--- src/rtl/shiftreg_sequencer.sv ---
// ---------------------------------------------------------------------------
// shiftreg_sequencer
//
// Command-driven controller for a 4-bit universal shift register.
// It accepts one command at a time over a valid/ready handshake and runs it
// as a series of register steps. A free-running prescaler paces the steps.
// When a command finishes, done pulses for one cycle.
//
// Ports:
//   clk        system clock, rising edge
//   clear      synchronous active-high reset
//   cmd_valid  command present
//   cmd_ready  controller can accept a command (IDLE only)
//   cmd_op     operation code: NOP, LOAD, SHR, SHL, ROR, ROL, SERIAL_IN, CLEAR
//   cmd_cnt    step count for the shift/rotate ops
//   cmd_data   load value, or the serial-in bit pattern
//   cmd_fill   serial fill bit for SHR/SHL
//   A          register contents
//   s_mon      mode applied on the most recent step (00 when idle)
//   busy       command in progress
//   done       one-cycle completion pulse
//   err        one-cycle pulse when a rotate op is rejected
//
// Configuration macro: SHSEQ_ROTATE_EN
//   When defined, ROR/ROL execute normally.
//   When undefined, ROR/ROL are accepted, then rejected with an err pulse.
// ---------------------------------------------------------------------------
module shiftreg_sequencer #(
    parameter int DIV_W = 26
) (
    input  logic       clk,
    input  logic       clear,
    input  logic       cmd_valid,
    output logic       cmd_ready,
    input  logic [2:0] cmd_op,
    input  logic [2:0] cmd_cnt,
    input  logic [3:0] cmd_data,
    input  logic       cmd_fill,
    output logic [3:0] A,
    output logic [1:0] s_mon,
    output logic       busy,
    output logic       done,
    output logic       err
);

    localparam logic [2:0] OP_NOP    = 3'b000;
    localparam logic [2:0] OP_LOAD   = 3'b001;
    localparam logic [2:0] OP_SHR    = 3'b010;
    localparam logic [2:0] OP_SHL    = 3'b011;
    localparam logic [2:0] OP_ROR    = 3'b100;
    localparam logic [2:0] OP_ROL    = 3'b101;
    localparam logic [2:0] OP_SERIAL = 3'b110;
    localparam logic [2:0] OP_CLEAR  = 3'b111;

    typedef enum logic [1:0] {
        IDLE = 2'd0,
        RUN  = 2'd1,
        FIN  = 2'd2
    } state_t;

    state_t           state_q, state_d;
    logic [DIV_W-1:0] prescale;
    logic             tick;
    logic [2:0]       op_q;
    logic [3:0]       data_q;
    logic             fill_q;
    logic [2:0]       step_cnt;
    logic             err_q;
    logic             accept;
    logic             rot_reject;
    logic             zero_len;
    logic [2:0]       load_cnt;
    logic [1:0]       mode;
    logic             ser_in;
    logic [3:0]       next_a;

    assign tick   = &prescale;
    assign accept = cmd_valid && cmd_ready;

`ifdef SHSEQ_ROTATE_EN
    assign rot_reject = 1'b0;
`else
    assign rot_reject = (cmd_op == OP_ROR) || (cmd_op == OP_ROL);
`endif

    // These commands need no register step, so they go straight to FIN:
    // NOP, and a shift or rotate op with a count of zero.
    assign zero_len = (cmd_op == OP_NOP) ||
                      (((cmd_op == OP_SHR) || (cmd_op == OP_SHL) ||
                        (cmd_op == OP_ROR) || (cmd_op == OP_ROL)) && (cmd_cnt == 3'd0));

    always_comb begin
        load_cnt = cmd_cnt;
        case (cmd_op)
            OP_LOAD, OP_CLEAR: load_cnt = 3'd1;
            OP_SERIAL:         load_cnt = 3'd4;
            default:           load_cnt = cmd_cnt;
        endcase
    end

    // Step datapath.
    // SERIAL_IN reads its input bit from data_q[0]. The data register
    // shifts right after each step, so data_q[0] holds bit k on step k.
    always_comb begin
        mode   = 2'b00;
        ser_in = 1'b0;
        next_a = A;
        case (op_q)
            OP_LOAD, OP_CLEAR: mode = 2'b11;
            OP_SHR, OP_ROR, OP_SERIAL: mode = 2'b01;
            OP_SHL, OP_ROL: mode = 2'b10;
            default: mode = 2'b00;
        endcase
        case (op_q)
            OP_SHR, OP_SHL: ser_in = fill_q;
            OP_ROR:         ser_in = A[0];
            OP_ROL:         ser_in = A[3];
            OP_SERIAL:      ser_in = data_q[0];
            default:        ser_in = 1'b0;
        endcase
        case (mode)
            2'b01:   next_a = {ser_in, A[3:1]};
            2'b10:   next_a = {A[2:0], ser_in};
            2'b11:   next_a = (op_q == OP_CLEAR) ? 4'b0000 : data_q;
            default: next_a = A;
        endcase
    end

    // State register.
    always_ff @(posedge clk) begin
        if (clear) state_q <= IDLE;
        else       state_q <= state_d;
    end

    // Next-state logic.
    // A rejected rotate stays in IDLE. Only err reports the rejection.
    always_comb begin
        state_d = state_q;
        case (state_q)
            IDLE: begin
                if (accept) begin
                    if (rot_reject)    state_d = IDLE;
                    else if (zero_len) state_d = FIN;
                    else               state_d = RUN;
                end
            end
            RUN: begin
                if (tick && (step_cnt == 3'd1)) state_d = FIN;
            end
            FIN:     state_d = IDLE;
            default: state_d = IDLE;
        endcase
    end

    // Outputs.
    // Gating with clear stops a done or ready from showing while reset is
    // being applied.
    always_comb begin
        cmd_ready = (state_q == IDLE) && !clear;
        busy      = ((state_q == RUN) || (state_q == FIN)) && !clear;
        done      = (state_q == FIN) && !clear;
        err       = err_q && !clear;
    end

    // Prescaler, command capture and register update.
    always_ff @(posedge clk) begin
        if (clear) begin
            prescale <= '0;
            A        <= 4'b0000;
            s_mon    <= 2'b00;
            op_q     <= OP_NOP;
            data_q   <= 4'b0000;
            fill_q   <= 1'b0;
            step_cnt <= 3'd0;
            err_q    <= 1'b0;
        end else begin
            prescale <= prescale + DIV_W'(1);
            err_q    <= accept && rot_reject;
            if (accept) begin
                op_q     <= cmd_op;
                data_q   <= cmd_data;
                fill_q   <= cmd_fill;
                step_cnt <= load_cnt;
            end
            if ((state_q == RUN) && tick) begin
                A        <= next_a;
                s_mon    <= mode;
                step_cnt <= step_cnt - 3'd1;
                if (op_q == OP_SERIAL) data_q <= {1'b0, data_q[3:1]};
            end else if (state_q == FIN) begin
                s_mon <= 2'b00;
            end
        end
    end

endmodule
--- config.mk ---
export PLATFORM = sky130hd
export DESIGN_NAME = shiftreg_sequencer
export DESIGN_NICKNAME = d
export VERILOG_FILES = /design/src/rtl/shiftreg_sequencer.sv
export SDC_FILE = /design/constraint.sdc
export NUM_CORES = 1
export LEC_CHECK = 0
export CAP_MARGIN = 10
export CELL_PAD_IN_SITES_DETAIL_PLACEMENT = 0
export CELL_PAD_IN_SITES_GLOBAL_PLACEMENT = 1
export CORE_ASPECT_RATIO = 0.8
export CORE_UTILIZATION = 30
export DETAILED_ROUTE_END_ITERATION = 16
export HOLD_SLACK_MARGIN = 0.03
export PLACE_DENSITY = 0.6
export REMOVE_ABC_BUFFERS = 1
export SLEW_MARGIN = 20
export SYNTH_ARGS = -nofsm -noshare
export SYNTH_HDL_FRONTEND = slang
export SYNTH_SLANG_ARGS = --single-unit
export TNS_END_PERCENT = 10
--- constraint.sdc ---
create_clock -name clk -period 3.8 [get_ports clk]
set_input_delay 0.76 -clock clk [delete_from_list [all_inputs] [get_ports clk]]
set_output_delay 0.76 -clock clk [all_outputs]
set_load 0.1 [all_outputs]
# Word level (Yosys, flattened, before mapping)
# Index checks and enable logic that the tools add are counted.
# totals
reg_bits	46
word_cells	80
output_inout_bits	10
input_bits	14
# op_classes
n_reduce_logical	30
n_eq_ne	22
add_sub_neg	2
n_mux	17
# op_table
operator	n
$add 26x1->26 const B	1
$reduce_and 26->1	1
$eq 3x3->1 const B	8
$mux 4	4
$eq 3x2->1 const B	4
$mux 2	6
$pmux 4 s3	1
$eq 3x1->1 const B	3
$logic_and 1x1->1	9
$reduce_or 2->1	4
$eq 2x2->1 const B	3
$logic_not 3->1	2
$logic_or 1x1->1	6
$mux 3	2
$pmux 2 s3	1
$pmux 3 s2	1
$eq 2x1->1 const B	2
$ne 2x2->1 const B	2
$pmux 1 s4	1
$pmux 2 s2	1
$reduce_and 2->1	2
$reduce_bool 2->1	2
$reduce_bool 3->1	1
$reduce_or 3->1	1
3 further kinds	3

# Longest topological paths before layout
# Gate-level depths: netlist of the first run.
# logic_depth
depth_word	10
depth_mapped	8
mapped_depth_nobuf	7

# Worst setup path before layout of the first run
# Ideal clock, no wire load.
# synth_path
kind	in2reg
startpoint	input port clear
endpoint	register data_q[0]
setup_ns	0.131
arrival_ns	3.146
path_stages	5
setup_slack_ns	0.523
path_cell_list	nor2b_1 nand2_1 clkbuf_1 a211oi_1 nor3_1
# synth_between
elab_chain_len	6
# synth_lines
element	line_no	text
start: declaration	32	input logic clear,
$logic_not 1->1	159	cmd_ready = (state_q == IDLE) && !clear;
$logic_and 1x1->1	159	
$logic_and 1x1->1	78	assign accept = cmd_valid && cmd_ready;
$mux 4	179	if (accept) begin
$mux 4	189	if (op_q == OP_SERIAL) data_q <= {1'b0, data_q[3:1]};
$mux 4	185	if ((state_q == RUN) && tick) begin
end signal: assignment	181	data_q <= cmd_data;
end signal: assignment	189	
end: declaration	65	logic [3:0] data_q;
# Parallel ways exist; a longest one is shown, timed or not.
# A chain may end at the register's enable or synchronous reset.

# Final worst setup path of the first run
# layout_path
startpoint	register A[0]
endpoint	output port A[0]
# layout_lines
element	line_no	text
start: declaration	39	output logic [3:0] A,
start signal: assignment	186	A <= next_a;
# No word-level cell between the ends.

==> results.txt, run 1 <==
Root Driver = clkbuf_8
Sink Count = 46
status = complete, no violations
deepest clock path buffer count = 2
All-Layer GR Usage = 0.132
Worst EP required = 3.04 ns
Buf/Inv on CP = 1
ys async rst share = 0
largest net degree at the start of global routing = 32
Syn-to-layout area delta = 16.3%
Max Slew Vio Count = 0
Final setup viols = 0
CP startpoint kind = register
worst-skew pair later-pin latency = 0.30 ns
max_cap viols = 0
Vias = 1889
RSZ-0062 raised after global routing = no
reg2reg end = state_q[0]
fraction of layout cells with a size suffix above 1 = 0.0800
Seq/Total Area, Yosys = 0.387
Post-synth EDFFs = 0
min cycle time layout = 2.65 ns
Highest Clock Rate = 0.378 GHz
Worst path slowest cell = clkdlybuf4s50_1
chip height = 81.7 um
port bufs = 23
Initial DRC Count = 47
Pleak = 0.950 nW
r2r startpoint = prescale[0]
VDD IR max = 0.162 mV
initial antenna violation count = 0
crit path DAT = 1.89 ns
Least-Margin Pin Slew = 1.00 ns
Min-Delay Path Class = register to register
Post-CTS Hold Buffers = 0
Worst path top cell family by delay = buffers and inverters
clock skew = 0.00469 ns
Die X = 102 um
grt total ovfl = 0
Syn Inst Count = 282
crit path launch = A[0]
post-synthesis cell area = 2380 sq um
FF+latch count, synth = 46
htree depth = 2
Place WS = 1.28 ns
num ports = 24
Setup Fix Bufs, Post-CTS = 0
Max stage delay on crit path = 1.17 ns
Initial DRT Pass Iterations = 4
CTS Buf Count = 5
Crit Path Class = register to output pin
Final #Nets = 319
Final period util = 0.697
first-pass GRT wire length = 8340 um
CP max FO = 5
post-synthesis cell type count = 41
post-CTS resize count = 0
yosys warns = 0
Main synth FF type = dfxtp_1
antenna viol nets, final = 0
total negative slack = 0 ns
hold path depth = 1
FF-to-FF path depth = 6
Avg WL per Cell = 12.3 um
DP Wirelength = 3660 um
Starting Density = 0.316
antenna cells = 0
Min-Delay Endpoint = prescale[0]
Setup crit end kind = output pin
total power = 0.985 mW
vias per cell = 4.66
number of remaining DRC errors = 0
clock-pin slew on the worst setup and hold paths = 0.08 ns
Rows = 28
vias in the first global route = 1681
CP Cell Sequence = clkdlybuf4s50_1
routability cong. = 0.705
min-delay src = prescale[0]
synthesized area per cell = 8.45 sq um
core footprint = 7530 sq um
CTS tree = done
die area = 8300 sq um
Fin. Hold Viols = 0
power per cell area = 355 nW/um^2
FF-to-FF setup slack = 1.53 ns
worst setup margin = 1.15 ns
Routed WL = 4990 um
slew margin rel. = 0.331
[registers in the layout, indices dropped and copies added (netlist names)]
name and cells:
A 4, step_cnt 3, prescale 26, state_q 2
data_q 4, err_q 1, op_q 3, s_mon 2
fill_q 1
[Yosys cell counts (2+ instances only)]
cell | instances | share of area
clkbuf_1 | 13 | 0.020
o21a_1 | 4 | 0.013
inv_1 | 9 | 0.014
a21oi_1 | 15 | 0.032
and2_1 | 3 | 0.0079
a211oi_1 | 8 | 0.025
nand3b_1 | 9 | 0.028
o221ai_1 | 2 | 0.0074
and4_1 | 2 | 0.0074
nand4_1 | 7 | 0.018
nor2_1 | 33 | 0.052
nor2b_1 | 8 | 0.021
or3_1 | 2 | 0.0053
xor2_1 | 12 | 0.044
nand3_1 | 10 | 0.021
nand3_2 | 2 | 0.0084
nand2_1 | 25 | 0.039
nor3_1 | 15 | 0.032
xnor2_1 | 9 | 0.033
ha_1 | 6 | 0.032
nand2b_1 | 3 | 0.0079
o211ai_1 | 3 | 0.0095
mux2i_1 | 9 | 0.038
nor4_1 | 2 | 0.0053
o21ai_0 | 7 | 0.015
and3_1 | 4 | 0.011
dfxtp_1 | 46 | 0.39
[cell usage in the layout, fill, tap and decap left out, types with 4 or more instances in the layout]
| master | count |
|---|---|
| a211oi_1 | 8 |
| xnor2_1 | 9 |
| nor2_1 | 33 |
| and3_1 | 4 |
| xor2_1 | 12 |
| a21oi_1 | 15 |
| mux2i_1 | 9 |
| nand4_1 | 7 |
| nor2b_1 | 8 |
| nand3b_1 | 9 |
| buf_4 | 6 |
| nand2_1 | 25 |
| nor3_1 | 15 |
| nand3_1 | 10 |
| inv_1 | 9 |
| clkbuf_8 | 6 |
| clkdlybuf4s50_1 | 18 |
| dfxtp_1 | 46 |
| o21ai_0 | 7 |
| o21a_1 | 4 |
| ha_1 | 6 |
[cells by family after synthesis]
kind of cell               after synthesis  synth area share
muxes                                    9            0.0378
adders and majority gates                6            0.0315
xor gates and xnor gates                21            0.0772
and+or+nand+nor                        133             0.303
AOI/OAI and AO/OA                       43             0.123
buffers and inverters                   24            0.0410
DFF                                     46             0.387
[per-layer routing]
| layer | part of all wire | vias up | wire length (um) | GRT usage |
|---|---|---|---|---|
| met3 | 0.023 | 6 | 116 | 0.0306 |
| met4 | 0.011 | 0 | 57 | 0.0478 |
| met2 | 0.39 | 18 | 1950 | 0.181 |
| met1 | 0.58 | 854 | 2870 | 0.197 |
| li1 | - | 1011 | - | - |
| met5 | 0 | - | 0 | 0 |
[stage by stage]
step / cell area, sq um / cells / util / hold WS [ns]
6_report: 2770 / 405 / 0.368 / 0.467
4_1_cts: 2770 / 405 / 0.368 / 0.471
3_5_place_dp: 2680 / 397 / 0.356 / 0.451
2_1_floorplan: 2320 / 267 / - / 0.429
5_1_grt: 2770 / 405 / 0.368 / 0.502
3_3_place_gp: 2680 / 397 / 0.356 / 0.448
[how the worst max path moves through the flow]
stage               depth (start not counted)         end  slack [ns]
finish                                      1        A[0]        1.15
global route                                1        A[2]        1.07
CTS                                         1        A[0]        1.13
detailed placement                          3   cmd_ready        1.28
global placement                            3   cmd_ready        1.29
floorplan                                   5  state_q[0]        0.38
[area by class of cell]
type / instances / area (sq um)
Timing Repair Buffer: 25 / 230
Clock inverter: 1 / 5.00
Multi-Input combinational cell: 212 / 1360
Tap cell: 105 / 131
Sequential cell: 46 / 921
Fill cell: 792 / 4760
Inverter: 9 / 33.8
Clock buffer: 7 / 86.3
[where the power goes]
part | leakage [nW] | switching (mW) | internal, mW | total [mW]
sequential | 0.373 | 0.0212 | 0.497 | 0.518
combinational | 0.529 | 0.0948 | 0.0620 | 0.157
clock | 0.0482 | 0.163 | 0.147 | 0.310
total | 0.950 | 0.279 | 0.706 | 0.985
Note: power is estimated with default switching activity, not from simulation.
==> inputs of run 2 (changes only) <==
- clock period: 3.8 -> 2.7 ns (I/O delays scaled with it)
==> results.txt, run 2 (same netlist as run 1, synthesis figures left out) <==
status = complete, no violations
Initial DRT Pass Iterations = 4 (unchanged)
Fin. Hold Viols = 0 (unchanged)
power per cell area = 500 nW/um^2 (+41%)
Vias = 1943 (+2.9%)
die area = 8300 sq um (unchanged)
Die X = 102 um (unchanged)
post-CTS resize count = 0 (unchanged)
htree depth = 2 (unchanged)
Min-Delay Path Class = register to register
Routed WL = 5290 um (+5.9%)
reg2reg end = state_q[0]
Rows = 28 (unchanged)
Root Driver = clkbuf_8
DP Wirelength = 3890 um (+6.1%)
FF-to-FF setup slack = 0.51 ns (-1.02 ns)
sequential power share = 0.514 (-0.012)
antenna viol nets, final = 0 (unchanged)
worst-skew pair later-pin latency = 0.30 ns (about the same)
number of remaining DRC errors = 0 (unchanged)
Final setup viols = 0 (unchanged)
Setup Fix Bufs, Post-CTS = 0 (unchanged)
Sink Count = 46 (unchanged)
CP startpoint kind = register
Highest Clock Rate = 0.457 GHz
Final period util = 0.811
RSZ-0062 raised after global routing = no
chip height = 81.7 um (unchanged)
vias per cell = 4.75 (+1.9%)
slew margin rel. = 0.641 (+0.310)
Post-CTS Hold Buffers = 0 (unchanged)
CP Cell Sequence = ha_1 > nand3_2 > or4_4 > o41ai_4 > a211oi_1 > a41o_1
Worst path slowest cell = or4_4
Core Util, Final = 0.377 (+0.00914)
grt total ovfl = 0 (unchanged)
largest net degree at the start of global routing = 28 (-13%)
Setup crit end kind = register
worst setup path end = state_q[0]
crit path DAT = 2.39 ns (+0.50 ns)
Pleak = 0.995 nW (+4.7%)
min cycle time layout = 2.19 ns
P_sw = 0.407 mW (+46%)
Hold Slack = 0.463 ns (-0.00406 ns)
crit path launch = prescale[0]
deepest clock path buffer count = 2 (unchanged)
core footprint = 7530 sq um (unchanged)
max reg flops = 26 (unchanged)
Syn-to-layout area delta = 19.2%
commonest non-fill, non-tap cells in the layout = dfxtp_1 (46), nor2_1 (33), nand2_1 (25), a21oi_1 (15), nor3_1 (15)
Max stage delay on crit path = 0.64 ns (-0.53 ns)
Top Registers = prescale x26, A x4, data_q x4
Final #Nets = 323 (+1.3%)
antenna cells = 0 (unchanged)
P_int = 1.01 mW (+43%)
Max Slew Vio Count = 0 (unchanged)
Clock Power Share = 0.310 (-0.005)
Largest Register = prescale
VDD IR max = 0.268 mV (+66%)
vias in the first global route = 1771 (+5.4%)
Crit Path Class = register to register
Comb power frac = 0.176 (+0.017)
Least-Margin Pin Slew = 0.538 ns (-0.463 ns)
Starting Density = 0.316 (unchanged)
initial antenna violation count = 0 (unchanged)
Worst EP required = 2.90 ns (-0.14 ns)
max_cap viols = 0 (unchanged)
port bufs = 23 (unchanged)
clock skew = 0.00875 ns (+0.00407 ns)
CTS Buf Count = 5 (unchanged)
fraction of layout cells with a size suffix above 1 = 0.115 (+0.0351)
FF-to-FF path depth = 6 (unchanged)
most common cell after layout, fill and taps aside = dfxtp_1
CP max FO = 6 (+1)
num ports = 24 (unchanged)
Initial DRC Count = 84 (+79%)
routability cong. = 0.726 (+3.0%)
CTS tree = done
r2r startpoint = prescale[0]
All-Layer GR Usage = 0.139 (+0.00718)
Avg WL per Cell = 12.9 um (+4.9%)
sw frac = 0.287 (+0.00314)
first-pass GRT wire length = 8940 um (+7.1%)
clock-pin slew on the worst setup and hold paths = 0.09 ns (about the same)
-- run 2: cell types whose count changed in the layout (fill, tap and decap cells not counted) --
cell             before  now
buf_4                 6   12
clkdlybuf4s50_1      18   12
buf_12                0    4
clkbuf_1              1    0
clkinvlp_4            0    1
-- run 2: critical path: cells and delay by family, from the launching register on --
kind	cells	cell delay, ns
simple gates	2	0.77
compound gates	3	0.73
flops	1	0.37
fa+ha+maj	1	0.21
-- run 2: through the flow --
step / worst slack, ns / total power, mW / TNS [ns] / instances / instance area, sq um
4_1_cts: 0.501 / 1.45 / 0 / 409 / 2840
3_3_place_gp: 0.538 / 0.997 / 0 / 401 / 2750
6_report: 0.512 / 1.42 / 0 / 409 / 2840
3_5_place_dp: 0.504 / 0.995 / 0 / 401 / 2750
2_1_floorplan: -0.551 / 0.891 / -5.75 / 267 / 2320
5_1_grt: 0.306 / 1.50 / 0 / 409 / 2840
-- run 2: layer usage --
layer,vias to the layer above,GRT usage,wire length [um]
met1,891,0.213,2990
met5,-,0,0
met2,18,0.189,2060
met4,0,0.0435,67
li1,1026,-,-
met3,8,0.0306,168
-- run 2: power by group through the flow --
stage | registers [mW] | clock network [mW] | logic (mW)
finish | 0.730 | 0.440 | 0.249
global route | 0.737 | 0.492 | 0.272
CTS | 0.730 | 0.465 | 0.251
detailed placement | 0.746 | 0 | 0.249
global placement | 0.746 | 0 | 0.250
floorplan | 0.737 | 0 | 0.154
-- run 2: final cells by class --
class | count | area [sq um]
repair buffers | 29 | 295
multi-input cells | 212 | 1360
fillers | 790 | 4690
clock buffers | 6 | 82.6
well taps | 105 | 131
clock inverters | 2 | 12.5
inverters | 9 | 33.8
flip-flops and latches | 46 | 921
-- run 2: worst min path at each step --
| stage | start | endpoint | slack [ns] | cells past startpoint |
|---|---|---|---|---|
| after floorplan | prescale[0] | prescale[0] | 0.43 | 1 |
| after global routing | prescale[0] | prescale[0] | 0.49 | 1 |
| final | prescale[0] | prescale[0] | 0.46 | 1 |
| after detailed placement | prescale[0] | prescale[0] | 0.45 | 1 |
| after CTS | prescale[0] | prescale[0] | 0.47 | 1 |
| after global placement | prescale[0] | prescale[0] | 0.44 | 1 |
==> inputs of run 3 (changes only) <==
- PLACE_DENSITY: 0.6 -> 0.62
- clock period: 2.7 -> 1.8 ns (I/O delays scaled with it)
==> results.txt, run 3 (same netlist as run 1, synthesis figures left out) <==
Sink Count = 46 (unchanged)
worst setup margin = -0.149 ns (-0.660 ns)
Least-Margin Pin Slew = 0.494 ns (-0.0437 ns)
deepest clock path buffer count = 2 (unchanged)
status = complete, but fails checks
antenna viol nets, final = 0 (unchanged)
fraction of layout cells with a size suffix above 1 = 0.240 (+0.125)
port bufs = 23 (unchanged)
Top Registers = prescale x26, A x4, data_q x4
initial antenna violation count = 0 (unchanged)
Min-Delay Path Class = input port to register
grt total ovfl = 0 (unchanged)
total negative slack = -1.08 ns (-1.08 ns)
routability cong. = 0.782 (+7.7%)
DP Wirelength = 4210 um (+8.2%)
vias per cell = 4.65 (-2.1%)
antenna cells = 0 (unchanged)
Pleak = 1.21 nW (+22%)
RSZ-0062 raised after global routing = yes
most common cell after layout, fill and taps aside = buf_4
CTS tree = done
met3 GRT Util = 0.0391 (+0.00851)
Initial DRC Count = 62 (-26%)
vias in the first global route = 1894 (+6.9%)
Setup crit end kind = register
die area = 8300 sq um (unchanged)
power per cell area = 672 nW/um^2 (+34%)
FF-to-FF path depth = 6 (unchanged)
number of remaining DRC errors = 0 (unchanged)
Starting Density = 0.316 (unchanged)
max_cap viols = 0 (unchanged)
Fin. Hold Viols = 0 (unchanged)
slew margin rel. = 0.670 (+0.0292)
Min-Delay Endpoint = s_mon[0]
Final setup viols = 13 (+13)
All-Layer GR Usage = 0.148 (+0.00920)
CP startpoint kind = register
GR Util met2 = 0.201 (+0.0122)
chip height = 81.7 um (unchanged)
Root Driver = clkbuf_8
Routed WL = 5610 um (+6.1%)
first-pass GRT wire length = 9400 um (+5.2%)
FILL cells = 752 (-4.8%)
Syn-to-layout area delta = 36.4%
htree depth = 2 (unchanged)
commonest non-fill, non-tap cells in the layout = buf_4 (43), dfxtp_1 (41), nor2_1 (33), nand2_1 (25)
num ports = 24 (unchanged)
Highest Clock Rate = 0.513 GHz (+12%)
Final #Nets = 361 (+12%)
clock-pin slew on the worst setup and hold paths = 0.10 ns (about the same)
VDD IR max = 0.394 mV (+47%)
Rows = 28 (unchanged)
Max Slew Vio Count = 0 (unchanged)
Worst EP required = 2.00 ns (-0.90 ns)
core footprint = 7530 sq um (unchanged)
crit path DAT = 2.15 ns (-0.24 ns)
CP max FO = 4 (-2)
reg2reg end = A[2]
Crit Path Class = register to register
worst-skew pair later-pin latency = 0.31 ns (about the same)
Vias = 2078 (+6.9%)
Final Non-Filler Cells = 447 (+9.3%)
r2r startpoint = prescale[15]
largest net degree at the start of global routing = 35 (+25%)
Hold Slack = 0.469 ns (+0.00676 ns)
Place WS = -0.275 ns (-0.779 ns)
Inst Count DP = 438 (+9.2%)
global routing's busiest layer = met1
hold path depth = 3 (+2)
clock skew = 0.0161 ns (+0.00735 ns)
CTS Buf Count = 5 (unchanged)
Largest Register = prescale
routing usage on met1 = 0.223 (+0.0103)
min-delay src = clear
total power = 2.18 mW (+54%)
Avg WL per Cell = 12.6 um (-2.9%)
Die X = 102 um (unchanged)
max reg flops = 26 (unchanged)
Initial DRT Pass Iterations = 4 (unchanged)
FF-to-FF setup slack = -0.15 ns (-0.66 ns)
Final period util = 1.08 (+0.272)
min cycle time layout = 1.95 ns (-0.240 ns)
violated checks = negative setup slack
==> run 3: worst max-delay path: stages, from the launching register on <==
cell     delay (ns)
dfxtp_2        0.35
nand4_1        0.15
or4_4          0.61
buf_12         0.16
nor3_4         0.29
mux2i_1        0.23
nor2_1         0.05
==> run 3: final cells by class <==
| cell class | instances | area [sq um] | share of cell area |
|---|---|---|---|
| multi-input cells | 212 | 1400 | 0.429 |
| well taps | 105 | 131 | 0.0404 |
| repair buffers | 67 | 668 | 0.206 |
| clock buffers | 5 | 68.8 | 0.0212 |
| clock inverters | 3 | 25.0 | 0.00770 |
| flip-flops and latches | 46 | 927 | 0.285 |
| inverters | 9 | 33.8 | 0.0104 |
==> run 3: stage by stage <==
| stage | util | cell area, sq um |
|---|---|---|
| final | 0.431 | 3250 |
| after CTS | 0.429 | 3230 |
| after global placement | 0.413 | 3110 |
| after global routing | 0.431 | 3250 |
| after floorplan | - | 2320 |
| after detailed placement | 0.413 | 3110 |
==> run 3: metal layers <==
layer  wire length, um  vias up  share of wire
met5                 0        -              0
met4                46        0         0.0082
met2              2250       19           0.40
li1                  -     1102              -
met1              3180      955           0.57
met3               132        2          0.024
==> run 3: report_power, final <==
group	total, mW	switching [mW]	internal (mW)
Sequential	1.08	0.0325	1.05
Combinational	0.431	0.233	0.198
Clock	0.670	0.389	0.281
==> run 3: how the worst max path moves through the flow <==
stage	start	endpoint	depth (start not counted)
after floorplan	state_q[0]	state_q[0]	7
after global placement	prescale[0]	A[0]	7
after detailed placement	prescale[1]	step_cnt[1]	7
after CTS	prescale[0]	A[0]	7
after global routing	prescale[15]	A[1]	6
final	prescale[15]	A[2]	6
==> run 3: repair_timing <==
| item | in CTS | in global routing |
|---|---|---|
| hold endpoints to repair | 0 | 0 |
| hold buffers | 0 | 0 |
| setup endpoints to repair | 18 | 18 |
| buffers inserted | 0 | 1 |
| gates cloned | 0 | 0 |
| gates resized for setup | 7 | 4 |
| pin swaps | 9 | 6 |
==> patch 1: new RTL, settings of run 2 <==
Register the output `err`; this adds one clock of latency there. The other outputs are not delayed to match. Comments in the files are not updated.
--- a/src/rtl/shiftreg_sequencer.sv
+++ b/src/rtl/shiftreg_sequencer.sv
@@ -60,2 +60,4 @@
 
+    logic err_d;
+
     state_t           state_q, state_d;
@@ -161,3 +163,3 @@
         done      = (state_q == FIN) && !clear;
-        err       = err_q && !clear;
+        err_d     = err_q && !clear;
     end
@@ -195,2 +197,6 @@
 
+    always_ff @(posedge clk) begin
+        err <= err_d;
+    end
+
 endmodule
Function: changed (a bounded check fails within 4 cycles, from zero or initial values).
==> patch 1 against run 2 <==
Largest power group unchanged; area after synthesis grew 0.84%; total power is 1.5% higher; clock skew is 3.4 ps higher; worst setup slack got worse by 34 ps; routed wire length down 1.3%; sequential cell count grew 1; via count is 0.26% lower; cell area rose by 0.53%; highest routed layer unchanged; fmax down 1.5%.
==> patch 1: results (changes against run 2) <==
Detailed routing
  – Met1 wire length: 3.011 mm (was 2.990 mm)
  – WL met2: 2.063 mm (was 2.062 mm)
  – DR vias: 1,938 (was 1,943)
  – Initial DRC count: 70 (was 84)
  – Met3 wire len: 101 microns (was 168 microns)

Synthesis
  – Mean Syn Cell Area: 8.489 sq um (was 8.448 sq um)
  – Synth Area in Compound Gates: 0.1224 (was 0.1234)
  – Mux share of post-synthesis cell area: 0.03750 (was 0.03782)
  – Seq/Total Area, Yosys: 0.3917 (was 0.3866)
  – Top cells by area, synth: dfxtp_1 39%, nor2_1 5.2%, xor2_1 4.4% (unchanged)
  – Synth Area in Adders: 0.03125 (was 0.03151)
  – Xor-xnor portion of the synthesized cell area: 0.07656 (was 0.07721)

Timing
  – Worst Skew: 12.11 ps (was 8.753 ps)
  – Worst slew margin: 0.6834 (was 0.6409)

Placed design
  – DP HPWL: 3.833 mm (was 3.887 mm)
  – DP Area: 2760 sq um (was 2745 sq um)
  – Placed Cells incl. Taps: 403 (was 401)
  – Place WS: 483.2 ps (was 504.2 ps)
  – GP Congestion: 0.6887 (was 0.7263)

GRT
  – Met2 GRT Util: 0.1785 (was 0.1892)
  – First-pass GRT wire length: 8.625 mm (was 8.935 mm)
  – Number of global-route vias before repair: 1,710 (was 1,771)
  – Tot GR Track Use: 0.1343 (was 0.1393)
  – Grt met1 use: 0.2081 (was 0.2125)

Pwr
  – Power, Total: 1441 uW (was 1419 uW)
  – Clk pwr share: 0.313 (was 0.310)
  – Leak Pwr: 0.001007 uW (was 0.0009951 uW)
  – Peak VDD IR: 0.2286 mV (was 0.2675 mV)

Worst setup path
  – WP data arrival: 2410 ps (was 2390 ps)

Final layout
  – Layout cells sized above 1: 0.1144 (was 0.1151)
  – Final #Nets: 325 (was 323)
  – Top Registers: prescale (26), A (4), data_q (4) (unchanged)

Outcome
  – Status: finished, final reports clean (unchanged)
==> patch 1: worst max-delay path, cell delays in order, from the launching register on <==
cell      delay (ps)
dfxtp_1          370
ha_1             210
nand3_2          130
or4_4            640
o41ai_4          400
a211oi_1         120
a41o_1           220
==> patch 1: final cells by class <==
cell class	count	area, sq um
clock inverters	1	8.758
inverters	9	33.78
multi-input cells	212	1364
well taps	105	131.4
clock buffers	7	86.33
repair buffers	30	290.3
fillers	807	4712
flip-flops and latches	47	940.9
==> patch 1: final timing paths <==
path	depth (start not counted)	start	endpoint	slack, ps
worst min-delay path	1	err_q$_SDFF_PP0_	err$_DFF_P_	450
worst min register to register	1	err_q$_SDFF_PP0_	err$_DFF_P_	450
worst max register to register	6	prescale[0]$_SDFF_PP0_	state_q[0]$_SDFFE_PP0P_	480
worst max-delay path	6	prescale[0]$_SDFF_PP0_	state_q[0]$_SDFFE_PP0P_	480
==> patch 2: new RTL, config.mk and constraints of run 2 <==
Made on the original files. The option `SHSEQ_ROTATE_EN` is turned on by a define.
--- a/src/rtl/shiftreg_sequencer.sv
+++ b/src/rtl/shiftreg_sequencer.sv
@@ -27,2 +27,4 @@
 // ---------------------------------------------------------------------------
+`define SHSEQ_ROTATE_EN
+
 module shiftreg_sequencer #(
Formal check against the unedited RTL: not equivalent (a bounded check fails within 4 cycles, from zero or initial values).
==> patch 2 against run 2 <==
Hold slack better by 14 ps; area after synthesis fell by 0.84%; fmax shrank 9.3%; total power rose by 0.89%; sequential cell count fell by 1; cell area is 1.1% lower; worst setup slack worse by 230 ps; routed wire length shrank 0.30%; largest cell class unchanged; clock skew down 1.9 ps; highest routed layer unchanged.
==> patch 2: results (changes against run 2) <==
Outcome
  – Status: finished, final reports clean (unchanged)

Placed design
  – DP HPWL: 3.755 mm (was 3.887 mm)
  – Placed Cells incl. Taps: 402 (was 401)
  – I/O Buffers: 22 (was 23)
  – Place WS: 306.6 ps (was 504.2 ps)
  – GP Congestion: 0.7378 (was 0.7263)
  – DP Area: 2709 sq um (was 2745 sq um)

Synthesis
  – Synth Flop Type: dfxtp_1 (unchanged)
  – Xor-xnor portion of the synthesized cell area: 0.08528 (was 0.07721)
  – Synth Area in Compound Gates: 0.1303 (was 0.1234)
  – Mux share of post-synthesis cell area: 0.04396 (was 0.03782)
  – Synth Area in Adders: 0.03178 (was 0.03151)
  – Netlist cell types: 42 (was 41)
  – Seq/Total Area, Yosys: 0.3814 (was 0.3866)
  – Post-Syn Instances: 284 (was 282)
  – Most instantiated cells after synthesis: 45 x dfxtp_1, 28 x nor2_1, 25 x nand2_1 (was 46 x dfxtp_1, 33 x nor2_1, 25 x nand2_1)
  – Top cells by area, synth: dfxtp_1 38%, xnor2_1 4.8%, nor2_1 4.4% (was dfxtp_1 39%, nor2_1 5.2%, xor2_1 4.4%)

Pwr
  – Peak VDD IR: 0.2714 mV (was 0.2675 mV)
  – Combinational share of power: 0.174 (was 0.176)
  – Seq power: 721 uW (was 730 uW)
  – Net Sw Power: 409.3 uW (was 406.7 uW)
  – Leak Pwr: 0.0009536 uW (was 0.0009951 uW)

GRT
  – Number of global-route vias before repair: 1,776 (was 1,771)
  – First-pass GRT wire length: 8.714 mm (was 8.935 mm)
  – Largest net degree at the start of global routing: 40 (was 28)
  – Tot GR Track Use: 0.1362 (was 0.1393)
  – Initial antenna violation count: 0 (unchanged)

Detailed routing
  – Post-DR vias/cell: 4.810 (was 4.751)
  – Routed len/inst: 12.86 microns (was 12.93 microns)
  – Initial DRC count: 83 (was 84)

Final layout
  – Fin cells: 410 (was 409)
  – Layout overhead on the synthesized area: 18.96% (was 19.22%)
  – Final #Nets: 324 (was 323)
  – Layout cells sized above 1: 0.1082 (was 0.1151)
  – Fill cells: 802 (was 790)
  – Antenna diodes: 0 (unchanged)

Clock network
  – Resize count post-CTS: 0 (unchanged)

Worst setup path
  – WP data arrival: 2610 ps (was 2390 ps)
  – Max FO, Critical Path: 5 (was 6)
  – Slowest cell on the critical path: or4_1 (was or4_4)
  – Worst path max stage delay: 520 ps (was 640 ps)

Timing
  – Worst Skew: 6.864 ps (was 8.753 ps)
  – Worst slew pin tran: 622.5 ps (was 537.9 ps)
  – Fin Hold WS: 476.3 ps (was 462.6 ps)

Min path
  – Hold Crit Class: register to register (unchanged)
## patch 2: cell types whose count changed in the layout (fill, tap and decap cells not counted), sizes merged, moves of 4 or more
| cell | before | now |
|---|---|---|
| a211oi | 8 | 4 |
| nor2 | 33 | 28 |
| nor3 | 16 | 7 |
| nor4 | 3 | 7 |
| o211ai | 3 | 10 |
| o21a | 4 | 0 |
| xnor2 | 9 | 13 |
## patch 2: worst reg2reg max path: cells and delay by family, from the launching register on
kind | cells | cell delay, ps
compound gates | 2 | 790
flops | 1 | 370
fa+ha+maj | 1 | 210
simple gates | 3 | 950
## patch 2: path summary, 6_finish.rpt
| path | endpoint | slack, ps | cells after the start | startpoint |
|---|---|---|---|---|
| worst min-delay path | prescale[0]$_SDFF_PP0_ | 480 | 1 | prescale[0]$_SDFF_PP0_ |
| worst max register to register | state_q[1]$_SDFFE_PP0P_ | 290 | 6 | prescale[0]$_SDFF_PP0_ |
| worst max-delay path | state_q[1]$_SDFFE_PP0P_ | 290 | 6 | prescale[0]$_SDFF_PP0_ |
| worst min register to register | prescale[0]$_SDFF_PP0_ | 480 | 1 | prescale[0]$_SDFF_PP0_ |
## patch 2: final cells by class
| type | count | share of cell area |
|---|---|---|
| tap | 105 | 0.04675 |
| clock inverter | 1 | 0.001781 |
| timing repair buffer | 28 | 0.09795 |
| clock buffer | 7 | 0.03428 |
| multi-input combinational | 216 | 0.4880 |
| inverter | 8 | 0.01069 |
| sequential | 45 | 0.3206 |
## patch 2: routing by layer
layer / global-route usage / share of wire
met2: 0.1932 / 0.40
met3: 0.02926 / 0.028
met1: 0.2063 / 0.56
met4: 0.03043 / 0.0085
met5: 0 / 0
